**src/rtl/uart_command_rx.sv**
```systemverilog
// Oversampled 8N1 UART receiver plus packet assembler producing one render-command write per framed packet.
// Optional feature: define UART_RX_CHECKSUM_EN to require a sixth XOR checksum byte per packet.
module uart_command_rx #(
    parameter int CLKS_PER_BIT = 868,
    parameter int TIMEOUT_BITS = 16
) (
    input  logic        clk,
    input  logic        rst,
    input  logic        serial_input,
    output logic        program_out,
    output logic [11:0] shape_addr,
    output logic [11:0] reg_addr,
    output logic [11:0] data,
    output logic        frame_err
);

    localparam logic [15:0] HALF_M1  = 16'(CLKS_PER_BIT / 2 - 1);
    localparam logic [15:0] FULL_M1  = 16'(CLKS_PER_BIT - 1);
    localparam int          TO_LIMIT = TIMEOUT_BITS * CLKS_PER_BIT;
    localparam int          TO_W     = $clog2(TO_LIMIT + 1);
`ifdef UART_RX_CHECKSUM_EN
    localparam int          PW       = 40;
    localparam logic [2:0]  LAST_IDX = 3'd5;

    function automatic logic [7:0] csum_step(input logic [7:0] acc, input logic [7:0] b);
        return acc ^ b;
    endfunction
`else
    localparam int          PW       = 32;
    localparam logic [2:0]  LAST_IDX = 3'd4;
`endif

    typedef enum logic [1:0] {B_IDLE, B_START, B_DATA, B_STOP} bit_state_t;
    typedef enum logic [0:0] {P_HUNT, P_PAYLOAD} pkt_state_t;

    logic              sync1_q, sync2_q, rx_s;
    bit_state_t        bit_state_q, bit_state_d;
    logic [15:0]       cnt_q, cnt_d;
    logic [2:0]        bit_idx_q, bit_idx_d;
    logic [7:0]        shift_q, shift_d;
    logic              start_det_s, stop_ok_s, stop_err_s;
    logic              byte_valid_q, stop_err_q;

    pkt_state_t        pkt_state_q, pkt_state_d;
    logic [2:0]        count_q, count_d;
    logic [PW-1:0]     payload_q, payload_d;
    logic [TO_W-1:0]   to_cnt_q, to_cnt_d;
    logic              timeout_s;
    logic              program_q, program_d;
    logic [11:0]       shape_q, shape_d, reg_q, reg_d, data_q, data_d;
    logic              frame_err_q, frame_err_d;
`ifdef UART_RX_CHECKSUM_EN
    logic [7:0]        csum_q, csum_d;
    logic              csum_err_s;
`endif

    assign rx_s = sync2_q;

    always_ff @(posedge clk or posedge rst) begin
        if (rst) begin
            sync1_q <= 1'b1;
            sync2_q <= 1'b1;
        end else begin
            sync1_q <= serial_input;
            sync2_q <= sync1_q;
        end
    end

    // Bit-level receiver: half-bit start qualification, then mid-bit sampling.
    always_comb begin
        bit_state_d = bit_state_q;
        cnt_d       = cnt_q;
        bit_idx_d   = bit_idx_q;
        shift_d     = shift_q;
        start_det_s = 1'b0;
        stop_ok_s   = 1'b0;
        stop_err_s  = 1'b0;
        case (bit_state_q)
            B_IDLE: begin
                cnt_d = 16'd0;
                if (!rx_s) begin
                    bit_state_d = B_START;
                    start_det_s = 1'b1;
                end else begin
                    bit_state_d = B_IDLE;
                end
            end
            B_START: begin
                if (cnt_q == HALF_M1) begin
                    cnt_d       = 16'd0;
                    bit_idx_d   = 3'd0;
                    bit_state_d = rx_s ? B_IDLE : B_DATA;
                end else begin
                    cnt_d = cnt_q + 16'd1;
                end
            end
            B_DATA: begin
                if (cnt_q == FULL_M1) begin
                    cnt_d   = 16'd0;
                    shift_d = {rx_s, shift_q[7:1]};
                    if (bit_idx_q == 3'd7) begin
                        bit_state_d = B_STOP;
                    end else begin
                        bit_idx_d = bit_idx_q + 3'd1;
                    end
                end else begin
                    cnt_d = cnt_q + 16'd1;
                end
            end
            B_STOP: begin
                if (cnt_q == FULL_M1) begin
                    cnt_d       = 16'd0;
                    bit_state_d = B_IDLE;
                    stop_ok_s   = rx_s;
                    stop_err_s  = !rx_s;
                end else begin
                    cnt_d = cnt_q + 16'd1;
                end
            end
            default: begin
                bit_state_d = B_IDLE;
                cnt_d       = 16'd0;
            end
        endcase
    end

    always_ff @(posedge clk or posedge rst) begin
        if (rst) begin
            bit_state_q  <= B_IDLE;
            cnt_q        <= 16'd0;
            bit_idx_q    <= 3'd0;
            shift_q      <= 8'd0;
            byte_valid_q <= 1'b0;
            stop_err_q   <= 1'b0;
        end else begin
            bit_state_q  <= bit_state_d;
            cnt_q        <= cnt_d;
            bit_idx_q    <= bit_idx_d;
            shift_q      <= shift_d;
            byte_valid_q <= stop_ok_s;
            stop_err_q   <= stop_err_s;
        end
    end

    // Idle-gap timer only runs while a packet is open and the line is between frames.
    always_comb begin
        timeout_s = 1'b0;
        if (pkt_state_q == P_PAYLOAD && bit_state_q == B_IDLE && !start_det_s) begin
            to_cnt_d  = to_cnt_q + TO_W'(1);
            timeout_s = (to_cnt_q == TO_W'(TO_LIMIT - 1));
        end else begin
            to_cnt_d = '0;
        end
    end

    always_comb begin
        pkt_state_d = pkt_state_q;
        count_d     = count_q;
        payload_d   = payload_q;
        shape_d     = shape_q;
        reg_d       = reg_q;
        data_d      = data_q;
        program_d   = 1'b0;
`ifdef UART_RX_CHECKSUM_EN
        csum_d      = csum_q;
        csum_err_s  = 1'b0;
`endif
        case (pkt_state_q)
            P_HUNT: begin
                if (byte_valid_q && shift_q == 8'hA5) begin
                    pkt_state_d = P_PAYLOAD;
                    count_d     = 3'd0;
`ifdef UART_RX_CHECKSUM_EN
                    csum_d      = 8'd0;
`endif
                end else begin
                    pkt_state_d = P_HUNT;
                end
            end
            P_PAYLOAD: begin
                if (stop_err_q) begin
                    pkt_state_d = P_HUNT;
                end else if (byte_valid_q) begin
                    payload_d = {payload_q[PW-9:0], shift_q};
                    count_d   = count_q + 3'd1;
`ifdef UART_RX_CHECKSUM_EN
                    csum_d    = csum_step(csum_q, shift_q);
                    if (count_q == LAST_IDX) begin
                        pkt_state_d = P_HUNT;
                        if (shift_q == csum_q) begin
                            shape_d   = payload_q[39:28];
                            reg_d     = payload_q[27:16];
                            data_d    = payload_q[15:4];
                            program_d = 1'b1;
                        end else begin
                            csum_err_s = 1'b1;
                        end
                    end else begin
                        pkt_state_d = P_PAYLOAD;
                    end
`else
                    if (count_q == LAST_IDX) begin
                        pkt_state_d = P_HUNT;
                        shape_d     = payload_q[31:20];
                        reg_d       = payload_q[19:8];
                        data_d      = {payload_q[7:0], shift_q[7:4]};
                        program_d   = 1'b1;
                    end else begin
                        pkt_state_d = P_PAYLOAD;
                    end
`endif
                end else if (timeout_s) begin
                    pkt_state_d = P_HUNT;
                end else begin
                    pkt_state_d = P_PAYLOAD;
                end
            end
            default: begin
                pkt_state_d = P_HUNT;
            end
        endcase
    end

`ifdef UART_RX_CHECKSUM_EN
    assign frame_err_d = stop_err_s | csum_err_s;
`else
    assign frame_err_d = stop_err_s;
`endif

    always_ff @(posedge clk or posedge rst) begin
        if (rst) begin
            pkt_state_q <= P_HUNT;
            count_q     <= 3'd0;
            payload_q   <= '0;
            to_cnt_q    <= '0;
            program_q   <= 1'b0;
            shape_q     <= 12'd0;
            reg_q       <= 12'd0;
            data_q      <= 12'd0;
            frame_err_q <= 1'b0;
        end else begin
            pkt_state_q <= pkt_state_d;
            count_q     <= count_d;
            payload_q   <= payload_d;
            to_cnt_q    <= to_cnt_d;
            program_q   <= program_d;
            shape_q     <= shape_d;
            reg_q       <= reg_d;
            data_q      <= data_d;
            frame_err_q <= frame_err_d;
        end
    end

`ifdef UART_RX_CHECKSUM_EN
    always_ff @(posedge clk or posedge rst) begin
        if (rst) begin
            csum_q <= 8'd0;
        end else begin
            csum_q <= csum_d;
        end
    end
`endif

    assign program_out = program_q;
    assign shape_addr  = shape_q;
    assign reg_addr    = reg_q;
    assign data        = data_q;
    assign frame_err   = frame_err_q;

endmodule

```
**config.mk**
```make
export PLATFORM = sky130hd
export DESIGN_NAME = uart_command_rx
export DESIGN_NICKNAME = d
export VERILOG_FILES = /design/src/rtl/uart_command_rx.sv
export SDC_FILE = /design/constraint.sdc
export NUM_CORES = 1
export LEC_CHECK = 0
export CAP_MARGIN = 20
export CORE_ASPECT_RATIO = 1.75
export CORE_MARGIN = 3
export CORE_UTILIZATION = 30
export CTS_BUF_LIST = sky130_fd_sc_hd__clkbuf_8
export DETAILED_ROUTE_END_ITERATION = 16
export PLACE_DENSITY = 0.47
export SLEW_MARGIN = 20
export SYNTH_ARGS = -nofsm -noshare
export SYNTH_HDL_FRONTEND = slang
export SYNTH_SLANG_ARGS = --single-unit
```
**constraint.sdc**
```tcl
create_clock -name clk -period 5.1 [get_ports clk]
set_input_delay 1.53 -clock clk [delete_from_list [all_inputs] [get_ports clk]]
set_output_delay 1.53 -clock clk [all_outputs]
set_load 0.02 [all_outputs]
```
==> qor.csv, run 1 <==
metric;value;unit
max_cap_violations;0;
synth_top_area_share;57.8;%
synthAdderAreaFrac;1.72;%
post_cts_buffers;0;
peakVddDrop;0.128;mV
port_buffers;40;
crit_type;reg -> out;
cp_top_family;buffers and inverters;
synth-main-ff-cell;dfrtp_1;
vias;3377;
synth.area.mux_share;11.1;%
worstHoldPathCells;0;
fin_nets;513;
path_clk_slew;0.07;ns
die_y;179;um
synth_edf_count;0;
gr-total-overflow;0;
clock_latency;0.43;ns
yosysMostFrequentCell;dfrtp_1;
synth_seq_cells;120;
fmax;336;MHz
path_buf_inv;1;
yosysTopAreaCell;dfrtp_1;
grt_max_degree;58;
yosys.area_share.simple;19.5;%
cts_root_buffer;clkbuf_8;
design.die.area;0.0187;mm^2
via_per_inst;4.56;
relSlewSlack;39.2;%
cp_max_fo;3;
yosys.area_share.xor_xnor;3.95;%
wl;10500;um
clock_sinks;120;
clock_skew;0.0154;ns
setup-tns-final;0;ns
synth-compound-area-share;2.25;%
synthTopCellsByArea;dfrtp_1, nand2_1, mux2_2;
slowest_stage;clkdlybuf4s50_1;
cpPeakStageDelay;0.62;ns
slew_viol_final;0;
drt-pass1-iter-count;4;
gr-usage-all-layers;12.2;%
worstPathRequired;3.57;ns
ys_seq_area_share;58.9;%
rsz0062_at_grt;false;
syn_inst;457;
crit_chain;clkdlybuf4s50_1;
fin_crit_sh;58.4;%
min_from;sync1_q;
wl_per_cell;14.2;um
hold_path.class;reg -> reg;
core;0.0165;mm^2
min_period;2.98;ns
synth_area_per_cell;11.2;um^2
ys_types;43;
initial_core_util;30.9;%
hold_viol_final;0;
tightest_slew;0.911;ns
grt_pass1_wl;18300;um
postLayoutCoreUtil;37.5;%
die_x;105;um
gp_congestion;0.740;
synthTopCellsByCount;dfrtp_1, nand2_1, mux2_2;
finalSetupViolCount;0;
startpoint_type;flip-flop;
dpl-instance-area;0.00574;mm^2
syn-num-nets;467;
drc;0;
final_area;0.00619;mm^2
synth_top_family_by_area;simple AND/OR/NAND/NOR gates;
antenna_found_initial;0;
setup_ws;2.12;ns
cts_made_buffers;17;
netlist_area;0.00511;mm^2
boundaryPins;41;
first_iter_violations;118;
cts_resized;0;
final_layout_size_suffix_gt1_share;18.2;%
cts_hold_buffers;0;
antenna_cells;0;
cp.depth;1;
area_growth;21.2;%
htreeDepth;4;
row_count;62;
clk_path_buf_depth;2;
synth_warnings;0;
leakage;2.93;nW
dp_hpwl;6940;um
outcome;completed;
arrival;1.45;ns
r2r_cells;4;
cts_tree;built;
ant_nets;0;
crit_start;frame_err;
place_ws;2.04;ns
p_per_area;312;mW/mm^2
async_flop_share;100;%
grt_pass1_vias;3648;
crit_path_end_kind;primary output;
==> flip-flops by register name, summed over array words and instances (netlist names), named ones only <==
signal / count
shift_q: 8
data: 12
reg_addr: 12
byte_valid_q: 1
payload_q: 32
frame_err: 1
bit_state_q: 1
rx_s: 1
bit_idx_q: 3
shape_addr: 12
pkt_state_q: 1
count_q: 3
sync1_q: 1
program_out: 1
cnt_q: 16
to_cnt_q: 14
==> stage by stage <==
stage,power [W],instances,hold WS (ns)
floorplan,0.000986,457,0.345
global placement,0.000994,708,0.348
detailed placement,0.000995,708,0.347
CTS,0.00196,740,0.358
global route,0.00201,740,0.363
finish,0.00193,740,0.357
==> layout by cell type (no fill, tap or decap), drive strengths merged, types with 3 or more instances in the layout <==
cell	count
dfrtp	118
nand2	111
mux2	45
clkdlybuf4s50	40
nor2	33
clkbuf	18
inv	17
xnor2	14
nand3	12
nand4	12
xor2	9
ha	7
or4	7
o21ai	6
nor4	6
a21oi	6
nor3	6
clkinv	6
or3	4
bufinv	4
buf	4
and4	3
mux2i	3
and3	3
==> worst paths after layout <==
path / slack (ns) / end
max: 2.12 / frame_err
min: 0.36 / rx_s
max reg2reg: 2.44 / pkt_state_q
min reg2reg: 0.36 / rx_s
max in group asynchronous: 2.58 / sync1_q
min in group asynchronous: 1.58 / bit_idx_q[1]
==> logic make-up (layout without fill, tap and decap cells) <==
kind of cell             count (synthesis)  after routing
multiplexers                            48             48
buffers and inverters                   32             91
flip-flops                             120            120
XOR/XNOR                                23             23
AO/OA/AOI/OAI                           18             18
adder cells (fa/ha/maj)                  7              7
AND/OR/NAND/NOR                        209            209
==> metal layers <==
layer / share of wire (%) / vias to the layer above / track usage (%) / routed length [um]
li1: - / 1640 / - / -
met1: 43 / 1673 / 13.9 / 4480
met2: 53 / 49 / 21.6 / 5540
met3: 2.9 / 15 / 3.15 / 300
met4: 1.6 / 0 / 5.04 / 167
met5: 0 / - / 0 / 0
==> area by class of cell <==
class	count	area, um^2
Fill cell	1683	10300
Multi-Input combinational cell	305	1970
Timing Repair Buffer	44	430
Sequential cell	120	3010
Clock buffer	18	248
Clock inverter	14	198
Tap cell	224	280
Inverter	15	58.8
==> where the power goes <==
group          internal, W  leakage (nW)  switching (W)
combinational   0.00000257          1.05      0.0000189
clock             0.000550         0.220       0.000406
sequential        0.000953          1.66    0.000000830
Note: power is estimated with default switching activity, not from simulation.
==> inputs of run 2 (changes only) <==
- clock period: 5.1 -> 2.8 ns (I/O delays scaled with it)
==> run 2 against run 1 <==
  * Combinational power rose by 120%
  * Cell area rose by 0.85%
  * Die area unchanged
  * Final cell count increased by 1.1%
  * Critical path depth up 3
  * Hold slack got worse by 0.0018 ns
  * Non-clock buffer count increased by 8
  * Core utilization grew 0.32 points
  * Via count up 0.24%
  * Clock power is 70% higher
  * Worst setup slack worse by 1.8 ns
  * Clock skew shrank 0.0035 ns
==> qor.csv, run 2 (synthesis gave the netlist of run 1 again) <==
metric;value;unit
boundaryPins;41;
top_regs;payload_q x32, cnt_q x16, to_cnt_q x14;
design.die.area;0.0187;mm^2
tightest_slew;0.530;ns
cts_resized;0;
post_cts_buffers;0;
setup-tns-final;0;ns
drc;0;
clock_sinks;120;
crit_path_end_kind;flip-flop;
grt_pass1_wl;17900;um
vias;3385;
gr-total-overflow;0;
setup_ws;0.338;ns
die_y;179;um
port_buffers;40;
clock_skew;0.0118;ns
path_clk_slew;0.07;ns
initial_core_util;30.9;%
worstPathRequired;3.10;ns
cp_max_fo;8;
ant_nets;0;
antenna_found_initial;0;
cts_hold_buffers;0;
outcome;completed;
first_iter_violations;125;
drt-pass1-iter-count;4;
r2r_slack;0.34;ns
grt_pass1_vias;3615;
dp_hpwl;7060;um
cts_root_buffer;clkbuf_8;
gr-usage-all-layers;11.9;%
mostFrequentLayoutCells;dfrtp_1, nand2_1, clkdlybuf4s50_1;
via_per_inst;4.53;
peakVddDrop;0.293;mV
crit_type;reg -> reg;
arrival;2.76;ns
largest_reg_flops;32;
fmax;406;MHz
crit_path_end;shift_q[0];
r2r_cells;4;
cts_made_buffers;17;
cts_tree;built;
finalPower;0.00340;W
wl;10300;um
max_cap_violations;0;
clock_latency;0.42;ns
startpoint_type;flip-flop;
wl_per_cell;13.8;um
die_x;105;um
leakage;2.95;nW
hold_path.class;reg -> reg;
fin_nets;521;
crit_start;cnt_q[10];
htreeDepth;4;
area_growth;22.2;%
slew_viol_final;0;
relSlewSlack;64.6;%
final_layout_size_suffix_gt1_share;19.3;%
rr_startpoint;cnt_q[10];
min_period;2.46;ns
p_per_area;545;mW/mm^2
place_ws;0.329;ns
largest-register;payload_q;
core;0.0165;mm^2
fin_crit_sh;87.9;%
hold_viol_final;0;
grt_max_degree;36;
finalSetupViolCount;0;
antenna_cells;0;
row_count;62;
timing.rr.end;shift_q[0];
clk_path_buf_depth;2;
rsz0062_at_grt;false;
gp_congestion;0.705;
final_common_cell;dfrtp_1;
## run 2: critical path, cell delays in order (launching register included)
cell,delay (ns)
dfrtp_1,0.42
or4_4,0.54
or4_4,0.61
nor3_4,0.43
mux2_4,0.35
## run 2: how the worst min path moves through the flow
stage / cells past startpoint / from / endpoint
2_1_floorplan: 0 / sync1_q / rx_s
3_3_place_gp: 0 / sync1_q / rx_s
3_5_place_dp: 0 / sync1_q / rx_s
4_1_cts: 0 / sync1_q / rx_s
5_1_grt: 0 / sync1_q / rx_s
6_report: 0 / sync1_q / rx_s
## run 2: area by class of cell
cell class	instances	area (um^2)
clock buffers	17	234
well taps	224	280
repair buffers	52	515
fillers	1628	10300
flip-flops and latches	120	3010
inverters	15	60.1
multi-input cells	305	1970
clock inverters	15	178
## run 2: report_power, final
group | total [W] | internal [W] | leakage [nW] | switching (W)
clock | 0.00162 | 0.000882 | 0.200 | 0.000734
combinational | 0.0000465 | 0.0000112 | 1.10 | 0.0000353
sequential | 0.00174 | 0.00173 | 1.66 | 0.00000151
total | 0.00340 | 0.00263 | 2.95 | 0.000771
## run 2: per-stage QoR
step                      instances  area, um^2  util (%)  hold slack (ns)
after global routing            748        6240      37.8            0.351
after global placement          716        5830      35.3            0.347
final                           748        6240      37.8            0.355
after CTS                       748        6240      37.8            0.351
after detailed placement        716        5830      35.3            0.347
after floorplan                 457        5110         -            0.345
## run 2: metal layers
layer	part of all wire, %	routed length (um)	track usage [%]	up-vias
met4	1.3	130	3.94	0
met1	43	4460	13.9	1672
li1	-	-	-	1655
met2	53	5450	21.3	49
met5	0	0	0	-
met3	2.8	284	2.97	9
==> inputs of run 3 (changes only) <==
--- a/constraint.sdc
+++ b/constraint.sdc
@@ -3,2 +3,2 @@
 set_output_delay 0.84 -clock clk [all_outputs]
-set_load 0.02 [all_outputs]
+set_load 0.1 [all_outputs]
==> run 3 against run 2 <==
  * Sequential power about the same
  * Routed wire length increased by 1.3%
  * Hold slack improved by 0.0076 ns
  * Core utilization decreased by 0.54 points
  * Clock power increased by 5%
  * Global-route usage increased by 0.10 points
  * Maximum frequency decreased by 0.12%
  * Sequential cell count unchanged
  * Sequential share of layout area increased by 0.70 points
  * Register-to-register slack about the same
  * Critical path depth unchanged
  * Largest cell class unchanged
  * Highest routed layer unchanged
==> qor.csv, run 3 (synthesis gave the netlist of run 1 again) <==
metric;value;unit
antenna_cells;0;
final_common_cell;dfrtp_1;
design.die.area;0.0187;mm^2
wl_per_cell;14.0;um
die_x;105;um
largest-register;payload_q;
slowest_stage;or4_4;
antenna_found_initial;0;
min_from;sync1_q;
initial_core_util;30.9;%
cts_root_buffer;clkbuf_8;
boundaryPins;41;
via_per_inst;4.58;
tightest_slew;0.520;ns
ant_nets;0;
post_cts_buffers;0;
gr-total-overflow;0;
outcome;completed;
relSlewSlack;65.2;%
crit_chain;or4_4, or4_4, nor3_4, mux2_4;
fmax;406;MHz
cts_tree;built;
clock_sinks;120;
first_iter_violations;125;
setup-tns-final;0;ns
clk_path_buf_depth;2;
fin_nets;520;
leakage;3.04;nW
hold_path.class;reg -> reg;
top_regs;payload_q x32, cnt_q x16, to_cnt_q x14;
crit_start;cnt_q[10];
arrival;2.77;ns
grt_pass1_vias;3600;
peakVddDrop;0.234;mV
crit_path_end_kind;flip-flop;
port_buffers;40;
clock_skew;0.0142;ns
hold_viol_final;0;
gr-usage-all-layers;12.0;%
drc;0;
dp_hpwl;7100;um
sequential_cell_area;0.00301;mm^2
fin_crit_sh;88.0;%
max_cap_violations;0;
rsz0062_at_grt;false;
vias;3422;
crit_type;reg -> reg;
multi_input_area;0.00197;mm^2
grt_max_degree;52;
cts_made_buffers;17;
cts_resized;0;
clock_latency;0.44;ns
drt-pass1-iter-count;4;
row_count;62;
die_y;179;um
slew_viol_final;0;
cp_top_family;simple AND/OR/NAND/NOR gates;
rr_startpoint;cnt_q[10];
crit_path_frequent_cell;or4_4;
cp_max_fo;8;
area_growth;20.5;%
wl;10500;um
largest_reg_flops;32;
grt_pass1_wl;17900;um
finalSetupViolCount;0;
startpoint_type;flip-flop;
htreeDepth;4;
path_clk_slew;0.07;ns
num-fill-cells;1678;
holdWs;0.363;ns
core;0.0165;mm^2
cpPeakStageDelay;0.60;ns
final_layout_size_suffix_gt1_share;26.4;%
p_per_area;566;mW/mm^2
cts_hold_buffers;0;
worstPathRequired;3.11;ns
mostFrequentLayoutCells;dfrtp_1, nand2_1, buf_4;
min_period;2.47;ns
path_buf_inv;0;
gp_congestion;0.701;
run 3: worst reg2reg max path: stages, from the launching register on:
cell and delay (ns):
dfrtp_1 0.42, or4_4 0.54, or4_4 0.60, nor3_4 0.43, mux2_4 0.34
run 3: area by class of cell:
| class | instances | area share, % |
|---|---|---|
| Clock inverter | 15 | 3.31 |
| Tap cell | 224 | 4.55 |
| Multi-Input combinational cell | 305 | 32.0 |
| Sequential cell | 120 | 48.8 |
| Timing Repair Buffer | 51 | 6.51 |
| Clock buffer | 17 | 3.80 |
| Inverter | 15 | 0.976 |
run 3: power breakdown:
| group | switching [W] | internal (W) |
|---|---|---|
| clock network | 0.000730 | 0.000973 |
| logic | 0.0000347 | 0.00000851 |
| registers | 0.00000146 | 0.00174 |
run 3: layer usage:
| metal | part of all wire (%) | vias up | global-route usage [%] |
|---|---|---|---|
| met3 | 3.6 | 9 | 3.33 |
| met2 | 53 | 55 | 21.7 |
| met1 | 42 | 1704 | 13.3 |
| met4 | 1.3 | 0 | 4.65 |
| met5 | 0 | - | 0 |
| li1 | - | 1654 | - |
run 3: stage by stage:
stage                     setup WS [ns]  utilization (%)  cell area, um^2  cells  power (W)
after detailed placement          0.343             34.6             5720    715    0.00182
after global routing              0.255             37.2             6150    747    0.00362
after floorplan                   0.186                -             5110    457    0.00180
final                             0.335             37.2             6150    747    0.00348
after global placement            0.376             34.6             5720    715    0.00182
after CTS                         0.324             37.2             6150    747    0.00355
run 3: final timing paths:
kind,end,cells after the start,slack [ns]
max in group asynchronous,rx_s,3,1.37
setup reg to reg,shift_q[1],4,0.33
hold / removal,rx_s,0,0.36
setup / recovery,shift_q[1],4,0.33
min in group asynchronous,shape_addr[2],2,0.76
hold reg to reg,rx_s,0,0.36
